[src/rtl/jb_oran_lphy_stat_pkg.sv]
// Shared constants for the O-RAN LPHY statistics bank: counter/error slot
// indices, default bank sizes and the default counter word type.
package jb_oran_lphy_stat_pkg;

  localparam int NUM_CNT_DEF = 25;
  localparam int NUM_ERR_DEF = 16;
  localparam int CNT_W_DEF   = 32;

  typedef logic [CNT_W_DEF-1:0] cnt_t;

  // Event counter slots (index into evt_vld / evt_inc / rd_addr)
  localparam int CNT_RUNT_T0          = 0;
  localparam int CNT_RUNT_T1          = 1;
  localparam int CNT_WIN_T2_T1_DL     = 2;
  localparam int CNT_WIN_T2_T1_UL     = 3;
  localparam int CNT_T1_REQS_DL0      = 4;
  localparam int CNT_T1_REQS_DL1      = 5;
  localparam int CNT_T1_REQS_UL0      = 6;
  localparam int CNT_T1_REQS_UL1      = 7;
  localparam int CNT_DL_CPLANE_PKTS   = 8;
  localparam int CNT_DL_UPLANE_PKTS   = 9;
  localparam int CNT_UL_CPLANE_PKTS   = 10;
  localparam int CNT_UL_UPLANE_PKTS   = 11;
  localparam int CNT_PRACH_CPLANE     = 12;
  localparam int CNT_PRACH_UPLANE     = 13;
  localparam int CNT_DL_LATE_PKTS     = 14;
  localparam int CNT_UL_LATE_PKTS     = 15;
  localparam int CNT_DL_EARLY_PKTS    = 16;
  localparam int CNT_UL_EARLY_PKTS    = 17;
  localparam int CNT_DL_DROPPED       = 18;
  localparam int CNT_UL_DROPPED       = 19;
  localparam int CNT_PRACH_DROPPED    = 20;
  localparam int CNT_SECT_WRITES      = 21;
  localparam int CNT_SYM_TICKS        = 22;
  localparam int CNT_SLOT_TICKS       = 23;
  localparam int CNT_FRAME_TICKS      = 24;

  // Sticky error slots (index into err_in / err_clr / err_sticky)
  localparam int ERR_UL_VLD_WO_RDY0     = 0;
  localparam int ERR_UL_VLD_WO_RDY1     = 1;
  localparam int ERR_DL_VLD_WO_RDY0     = 2;
  localparam int ERR_DL_VLD_WO_RDY1     = 3;
  localparam int ERR_DL_CPLANE_OVFL0    = 4;
  localparam int ERR_DL_CPLANE_OVFL1    = 5;
  localparam int ERR_UL_CPLANE_OVFL0    = 6;
  localparam int ERR_UL_CPLANE_OVFL1    = 7;
  localparam int ERR_PRACH_CPLANE_OVFL0 = 8;
  localparam int ERR_PRACH_CPLANE_OVFL1 = 9;
  localparam int ERR_DL_UPLANE_UNFL     = 10;
  localparam int ERR_UL_UPLANE_OVFL     = 11;
  localparam int ERR_PRACH_UPLANE_OVFL  = 12;
  localparam int ERR_SECT_ID_UNKNOWN    = 13;
  localparam int ERR_SECT_WR_ORDER      = 14;
  localparam int ERR_SECT_WR_TOO_LONG   = 15;

endpackage

[src/rtl/jb_oran_lphy_stat_cnt_bank_if.sv]
// Regmap-side snapshot and read channel of the statistics bank.
interface jb_oran_lphy_stat_cnt_bank_if
  import jb_oran_lphy_stat_pkg::*;
#(
  parameter int ADDR_W = 6,
  parameter int CNT_W  = CNT_W_DEF
);
  logic              snap_req;
  logic              snap_done;
  logic              rd_req;
  logic [ADDR_W-1:0] rd_addr;
  logic              rd_vld;
  logic [CNT_W-1:0]  rd_data;
  logic              rd_err;

  modport master (
    output snap_req, rd_req, rd_addr,
    input  snap_done, rd_vld, rd_data, rd_err
  );

  modport slave (
    input  snap_req, rd_req, rd_addr,
    output snap_done, rd_vld, rd_data, rd_err
  );
endinterface

[src/rtl/jb_oran_lphy_stat_cnt.sv]
// One statistics counter: live count, snapshot shadow and sticky overflow flag,
// with saturate-or-wrap arithmetic and optional restart on snapshot.
module jb_oran_lphy_stat_cnt
  import jb_oran_lphy_stat_pkg::*;
#(
  parameter int CNT_W       = CNT_W_DEF,
  parameter int INC_W       = 4,
  parameter int SAT_MODE    = 1,
  parameter int CLR_ON_SNAP = 1
) (
  input  logic             clk,
  input  logic             rst_n,
  input  logic             evt_vld,
  input  logic [INC_W-1:0] evt_inc,
  input  logic             snap,
  input  logic             ovfl_clr,
  output logic [CNT_W-1:0] shadow,
  output logic             ovfl
);

  logic [CNT_W-1:0] live;
  logic [CNT_W-1:0] base;
  logic [CNT_W-1:0] live_nxt;
  logic [INC_W-1:0] inc;
  logic [CNT_W:0]   sum;
  logic             carry;

  // NOTE: every signal gets a value on every path through this block, so no latch is inferred.
  always_comb begin
    base     = ((CLR_ON_SNAP != 0) && snap) ? '0 : live;
    inc      = evt_vld ? evt_inc : '0;
    sum      = {1'b0, base} + {{(CNT_W + 1 - INC_W){1'b0}}, inc};
    carry    = sum[CNT_W];
    live_nxt = sum[CNT_W-1:0];
    if (carry && (SAT_MODE != 0)) live_nxt = '1;
  end

  // NOTE: state updates use non-blocking assignments so shadow captures the pre-edge live value.
  always_ff @(posedge clk or negedge rst_n) begin
    if (!rst_n) begin
      live   <= '0;
      shadow <= '0;
      ovfl   <= 1'b0;
    end else begin
      live <= live_nxt;
      if (snap) shadow <= live;
      ovfl <= (ovfl & ~ovfl_clr) | carry;
    end
  end

endmodule

[src/rtl/jb_oran_lphy_stat_cnt_bank.sv]
// Parametrised O-RAN LPHY statistics bank: NUM_CNT snapshot counters, NUM_ERR
// sticky error flags and a registered single-port read of the shadow values.
module jb_oran_lphy_stat_cnt_bank
  import jb_oran_lphy_stat_pkg::*;
#(
  parameter int NUM_CNT     = NUM_CNT_DEF,
  parameter int CNT_W       = CNT_W_DEF,
  parameter int INC_W       = 4,
  parameter int NUM_ERR     = NUM_ERR_DEF,
  parameter int SAT_MODE    = 1,
  parameter int CLR_ON_SNAP = 1,
  parameter int ADDR_W      = 6
) (
  input  logic                     clk,
  input  logic                     rst_n,
  input  logic [NUM_CNT-1:0]       evt_vld,
  input  logic [NUM_CNT*INC_W-1:0] evt_inc,
  jb_oran_lphy_stat_cnt_bank_if.slave bus,
  input  logic [NUM_ERR-1:0]       err_in,
  input  logic [NUM_ERR-1:0]       err_clr,
  output logic [NUM_ERR-1:0]       err_sticky,
  input  logic [NUM_CNT-1:0]       ovfl_clr,
  output logic [NUM_CNT-1:0]       ovfl_sticky
);

  localparam logic [ADDR_W:0] NUM_CNT_A = (ADDR_W + 1)'(NUM_CNT);

  logic [CNT_W-1:0] shadow [NUM_CNT];
  logic [CNT_W-1:0] rd_mux;
  logic             rd_in_range;

  for (genvar i = 0; i < NUM_CNT; i++) begin : g_cnt
    jb_oran_lphy_stat_cnt #(
      .CNT_W       (CNT_W),
      .INC_W       (INC_W),
      .SAT_MODE    (SAT_MODE),
      .CLR_ON_SNAP (CLR_ON_SNAP)
    ) u_cnt (
      .clk      (clk),
      .rst_n    (rst_n),
      .evt_vld  (evt_vld[i]),
      .evt_inc  (evt_inc[i*INC_W +: INC_W]),
      .snap     (bus.snap_req),
      .ovfl_clr (ovfl_clr[i]),
      .shadow   (shadow[i]),
      .ovfl     (ovfl_sticky[i])
    );
  end

  // Out-of-range addresses fall through to zero.
  always_comb begin
    rd_in_range = ({1'b0, bus.rd_addr} < NUM_CNT_A);
    rd_mux      = '0;
    for (int i = 0; i < NUM_CNT; i++) begin
      if (bus.rd_addr == ADDR_W'(i)) rd_mux = shadow[i];
    end
  end

  always_ff @(posedge clk or negedge rst_n) begin
    if (!rst_n) begin
      bus.snap_done <= 1'b0;
      bus.rd_vld    <= 1'b0;
      bus.rd_err    <= 1'b0;
      bus.rd_data   <= '0;
      err_sticky    <= '0;
    end else begin
      bus.snap_done <= bus.snap_req;
      bus.rd_vld    <= bus.rd_req;
      bus.rd_err    <= bus.rd_req & ~rd_in_range;
      if (bus.rd_req) bus.rd_data <= rd_mux;
      err_sticky    <= (err_sticky & ~err_clr) | err_in;
    end
  end

endmodule

[src/flat_wrapper.sv]
// flat-port wrapper written by rule: the top's interface ports become plain ports
module jb_oran_lphy_stat_cnt_bank_flat import jb_oran_lphy_stat_pkg::*;
#(
  parameter int NUM_CNT     = NUM_CNT_DEF,
  parameter int CNT_W       = CNT_W_DEF,
  parameter int INC_W       = 4,
  parameter int NUM_ERR     = NUM_ERR_DEF,
  parameter int SAT_MODE    = 1,
  parameter int CLR_ON_SNAP = 1,
  parameter int ADDR_W      = 6
)
  (clk, rst_n, evt_vld, evt_inc, err_in, err_clr, err_sticky, ovfl_clr, ovfl_sticky, bus_snap_req, bus_rd_req, bus_rd_addr, bus_snap_done, bus_rd_vld, bus_rd_data, bus_rd_err);
  jb_oran_lphy_stat_cnt_bank_if #(.ADDR_W(ADDR_W), .CNT_W(CNT_W)) bus_i ();
  input  logic clk;
  input  logic rst_n;
  input  logic [NUM_CNT-1:0] evt_vld;
  input  logic [NUM_CNT*INC_W-1:0] evt_inc;
  input  logic [NUM_ERR-1:0] err_in;
  input  logic [NUM_ERR-1:0] err_clr;
  output logic [NUM_ERR-1:0] err_sticky;
  input  logic [NUM_CNT-1:0] ovfl_clr;
  output logic [NUM_CNT-1:0] ovfl_sticky;
  input wire logic [$bits(bus_i.snap_req)-1:0] bus_snap_req;
  input wire logic [$bits(bus_i.rd_req)-1:0] bus_rd_req;
  input wire logic [$bits(bus_i.rd_addr)-1:0] bus_rd_addr;
  output wire logic [$bits(bus_i.snap_done)-1:0] bus_snap_done;
  output wire logic [$bits(bus_i.rd_vld)-1:0] bus_rd_vld;
  output wire logic [$bits(bus_i.rd_data)-1:0] bus_rd_data;
  output wire logic [$bits(bus_i.rd_err)-1:0] bus_rd_err;
  assign bus_i.snap_req = bus_snap_req;
  assign bus_i.rd_req = bus_rd_req;
  assign bus_i.rd_addr = bus_rd_addr;
  assign bus_snap_done = bus_i.snap_done;
  assign bus_rd_vld = bus_i.rd_vld;
  assign bus_rd_data = bus_i.rd_data;
  assign bus_rd_err = bus_i.rd_err;
  jb_oran_lphy_stat_cnt_bank #(.NUM_CNT(NUM_CNT), .CNT_W(CNT_W), .INC_W(INC_W), .NUM_ERR(NUM_ERR), .SAT_MODE(SAT_MODE), .CLR_ON_SNAP(CLR_ON_SNAP), .ADDR_W(ADDR_W)) u_core (.clk(clk), .rst_n(rst_n), .evt_vld(evt_vld), .evt_inc(evt_inc), .bus(bus_i), .err_in(err_in), .err_clr(err_clr), .err_sticky(err_sticky), .ovfl_clr(ovfl_clr), .ovfl_sticky(ovfl_sticky));
endmodule
[config.mk]
export PLATFORM = sky130hd
export DESIGN_NAME = jb_oran_lphy_stat_cnt_bank_flat
export DESIGN_NICKNAME = d
export VERILOG_FILES = /design/src/rtl/jb_oran_lphy_stat_pkg.sv /design/src/rtl/jb_oran_lphy_stat_cnt_bank_if.sv /design/src/rtl/jb_oran_lphy_stat_cnt.sv /design/src/rtl/jb_oran_lphy_stat_cnt_bank.sv /design/src/flat_wrapper.sv
export SDC_FILE = /design/constraint.sdc
export NUM_CORES = 2
export LEC_CHECK = 0
export BUFFER_PORTS_ARGS = -buffer_cell sky130_fd_sc_hd__buf_2
export CORE_ASPECT_RATIO = 1.4
export CORE_MARGIN = 3
export CORE_UTILIZATION = 65
export CTS_BUF_LIST = sky130_fd_sc_hd__clkbuf_8
export CTS_CLUSTER_SIZE = 14
export DETAILED_ROUTE_END_ITERATION = 16
export PLACE_DENSITY = 0.94
export SETUP_SLACK_MARGIN = 0.05
export SKIP_CTS_REPAIR_TIMING = 1
export SYNTH_ARGS = -nofsm -noshare
export SYNTH_HDL_FRONTEND = slang
export SYNTH_SLANG_ARGS = --single-unit
[constraint.sdc]
create_clock -name clk -period 5.1 [get_ports clk]
set_input_delay 0.51 -clock clk [delete_from_list [all_inputs] [get_ports clk]]
set_output_delay 0.51 -clock clk [all_outputs]
set_load 0.03 [all_outputs]
==> reports/results.md <==
| Metric | Reported |
|:---|:---|
| GP Congestion | 1.06 |
| Clock tree root driver cell | sky130_fd_sc_hd__clkbuf_8 |
| Via count of the first global-routing pass | 70700 |
| Area fraction of the dominant cell type after synthesis | 48.7% |
| Effective utilization at floorplan | 65.6% |
| Worst setup skew after layout | 0.0814 ns |
| Hold Worst Slack | -0.0366 ns |
| Largest cells by area after synthesis | sky130_fd_sc_hd__dfrtp_1, sky130_fd_sc_hd__mux2_2, sky130_fd_sc_hd__xnor2_1 |
| Transition at the pin with the smallest max-transition slack | 1.26 ns |
| Tightest slew margin relative to the limit | 15.0% |
| Number of cells on the worst reg-to-reg path | 11 |
| Worst-path maximum fanout | 91 |
| DPL Wire Length | 202 mm |
| Hold Crit Class | in2reg |
| Wire length of the first global-routing pass | 441 mm |
| Pleak | 44.6 nW |
| Die ar. | 137000 sq um |
| Clock transition at the register clock pins on the worst setup and hold paths after CTS | 0.07 ns |
| Sum of negative setup slack | 0 ns |
| Vias per inst | 6.86 |
| Worst voltage drop across the vdd grid | 0.260 mV |
| Flip-flop and latch count after synthesis | 1676 |
| Cell taking the most area after synthesis | sky130_fd_sc_hd__dfrtp_1 |
| Maximum count of clock buffers along a single path | 4 |
| Overflow left after global routing | 0 |
| Crit end category | flip-flop |
| Number of antenna violations at the first check in global routing | 21 |
| EDFF count, synth | 0 |
| Number of nets in the layout | 8789 |
| FFs w/ async S/R, synth | 100% |
| Final Slew Violations | 0 |
| I/O pins | 268 |
| CTS Buf Count | 274 |
| Number of distinct library cells after synthesis | 107 |
| Final hold vios | 7 |
| Initial DRC Count | 9996 |
| Placed cell area | 89100 sq um |
| Leading cell types by count after synthesis | sky130_fd_sc_hd__dfrtp_1, sky130_fd_sc_hd__mux2_2, sky130_fd_sc_hd__nand2_1 |
| Pwr dens | 305 nW/um^2 |
| Placement Rows | 157 |
| Number of H-tree levels | 5 |
| Per-instance average area after synthesis | 10.6 sq um |
| Warnings, synthesis | 0 |
| Most frequently used cell type in the post-synthesis netlist | sky130_fd_sc_hd__dfrtp_1 |
| Cells on Worst Hold Path | 4 |
| Achievable frequency | 0.241 GHz |
| Primary FF master, synth | sky130_fd_sc_hd__dfrtp_1 |
| P&R area growth vs syn | 11.4% |
| Synthesized cell area | 86100 sq um |
| Fraction of final layout cells with drive strength greater than 1 | 20.7% |
| Worst skew pair latency | 1.09 ns |
| WP data required | 6.02 ns |
| Arr. time, crit path | 5.07 ns |
| Final antenna-violating net count | 0 |
| Share of the clock period used by the worst path | 81.5% |
| Maximum number of pins on one net before global-route repair | 146 |
| Sum of routed wire length over all layers | 298 mm |
| Startpoint type of the worst setup path | primary input |
| Unrepaired setup endpoints after global routing | no |
| Status | complete, but fails checks |
| Overall die width | 314 microns |
| Number of cells produced by synthesis | 8129 |
| Port-buffer cells | 267 |
| Vert. Die Dim | 437 microns |
| Drt drc | 0 |
| TritonCTS clock tree | built |
| Violations in the final reports | negative hold slack |
| Vias after detailed routing | 71500 |
| Seq/Total Area, Yosys | 48.7% |
| Tmin final | 4.15 ns |
| Total non-filler cell area in the finished layout | 95900 sq um |
| Critical path class | in2reg |
| Sink Count | 1676 |
| Pre-CTS worst setup slack | 0.697 ns |
| Setup Viol. Count Final | 0 |
| Setup slack of the critical path after layout | 0.946 ns |
| Gr usage total | 42.7% |
| Core Area | 131000 sq um |
| Max Cap Violations | 0 |
| Length of the first detailed-routing pass in iterations | 9 |
| Detailed-route wire length per cell | 28.6 microns |
| Net Count, Synth | 8446 |
[routing by layer]
| metal | up-vias | global-route usage (%) | share of wire [%] |
|---|---|---|---|
| met3 | 1745 | 12.8 | 10 |
| met4 | 10 | 39.3 | 12 |
| li1 | 29500 | - | - |
| met1 | 35000 | 47.9 | 33 |
| met2 | 5177 | 65.3 | 45 |
| met5 | - | 0 | 0.021 |
[stage by stage]
| stage | total power (W) | hold slack (ns) | util [%] | cells |
|---|---|---|---|---|
| floorplan | 0.0158 | 0.214 | - | 8129 |
| global placement | 0.0170 | 0.454 | 67.9 | 9814 |
| detailed placement | 0.0171 | 0.460 | 67.9 | 9814 |
| CTS | 0.0290 | -0.475 | 72.0 | 10300 |
| global route | 0.0300 | -0.0119 | 73.0 | 10400 |
| finish | 0.0292 | -0.0366 | 73.1 | 10400 |
[sequential cells by signal, indices dropped and copies added, names as in the netlist]
register and flops:
u_core.bus.rd_data 32, u_core.bus.rd_err 1, u_core.bus.snap_done 1, u_core.g_cnt.u_cnt.live 800, u_core.err_sticky 16, u_core.g_cnt.u_cnt.ovfl 25
u_core.bus.rd_vld 1, u_core.g_cnt.u_cnt.shadow 800
[layout make-up]
type	count	area (sq um)
sequential	1676	41900
multi-input combinational	5722	41100
fill	8299	35400
clock buffer	352	4840
timing repair buffer	568	4310
tap	1749	2190
inverter	230	868
clock inverter	102	621
antenna	16	40.0
[power by group]
group	total [W]	switching [W]	internal, W	leakage [nW]
Combinational	0.00278	0.00174	0.00104	18.6
Clock	0.0121	0.00556	0.00651	3.08
Sequential	0.0143	0.000576	0.0138	23.0
[cells by family (layout without fill, tap and decap cells)]
logic type	count (synthesis)	in the layout	synth area share, %
xor+xnor	577	577	5.87
fa+ha+maj	125	125	2.03
other cells	0	16	0
buf+inv	731	1252	3.67
flops	1676	1676	48.7
simple gates	2657	2657	16.5
compound gates	1378	1378	10.0
mux	985	985	13.2
[path summary, 6_finish.rpt]
check                      slack, ns                      startpoint                          endpoint
setup / recovery                0.95                    bus_snap_req    u_core.g_cnt[4].u_cnt.live[18]
hold / removal                 -0.04                      evt_vld[5]     u_core.g_cnt[5].u_cnt.live[0]
setup reg to reg                1.52  u_core.g_cnt[13].u_cnt.live[0]   u_core.g_cnt[13].u_cnt.live[26]
hold reg to reg                 0.50  u_core.g_cnt[15].u_cnt.live[0]  u_core.g_cnt[15].u_cnt.shadow[0]
max in group asynchronous       3.53                           rst_n  u_core.g_cnt[11].u_cnt.shadow[2]
min in group asynchronous       0.12                           rst_n   u_core.g_cnt[21].u_cnt.live[17]
[critical path, stage by stage]
cell                            delay [ns]
sky130_fd_sc_hd__dlygate4sd3_1        0.57
sky130_fd_sc_hd__buf_12               0.28
sky130_fd_sc_hd__inv_6                0.44
sky130_fd_sc_hd__buf_4                0.29
sky130_fd_sc_hd__nand2_1              0.12
sky130_fd_sc_hd__fa_1                 0.42
sky130_fd_sc_hd__nor2b_1              0.20
sky130_fd_sc_hd__o21ai_0              0.25
sky130_fd_sc_hd__a2111oi_4            0.61
sky130_fd_sc_hd__nand3_1              0.90
sky130_fd_sc_hd__o21ai_0              0.36
[cells in the final DEF (no fill, tap or decap), drive strengths merged, types with 210 or more instances in the layout]
master | synthesis | final
dfrtp | 1676 | 1676
mux2 | 834 | 834
nand2 | 720 | 720
o21ai | 597 | 597
xnor2 | 465 | 465
buf | 242 | 437
clkbuf | 259 | 353
nor2b | 339 | 339
nor2 | 319 | 319
inv | 230 | 297
nand3 | 267 | 267
a21oi | 229 | 229
nor3 | 210 | 210
(Power assumes the default switching activity.)
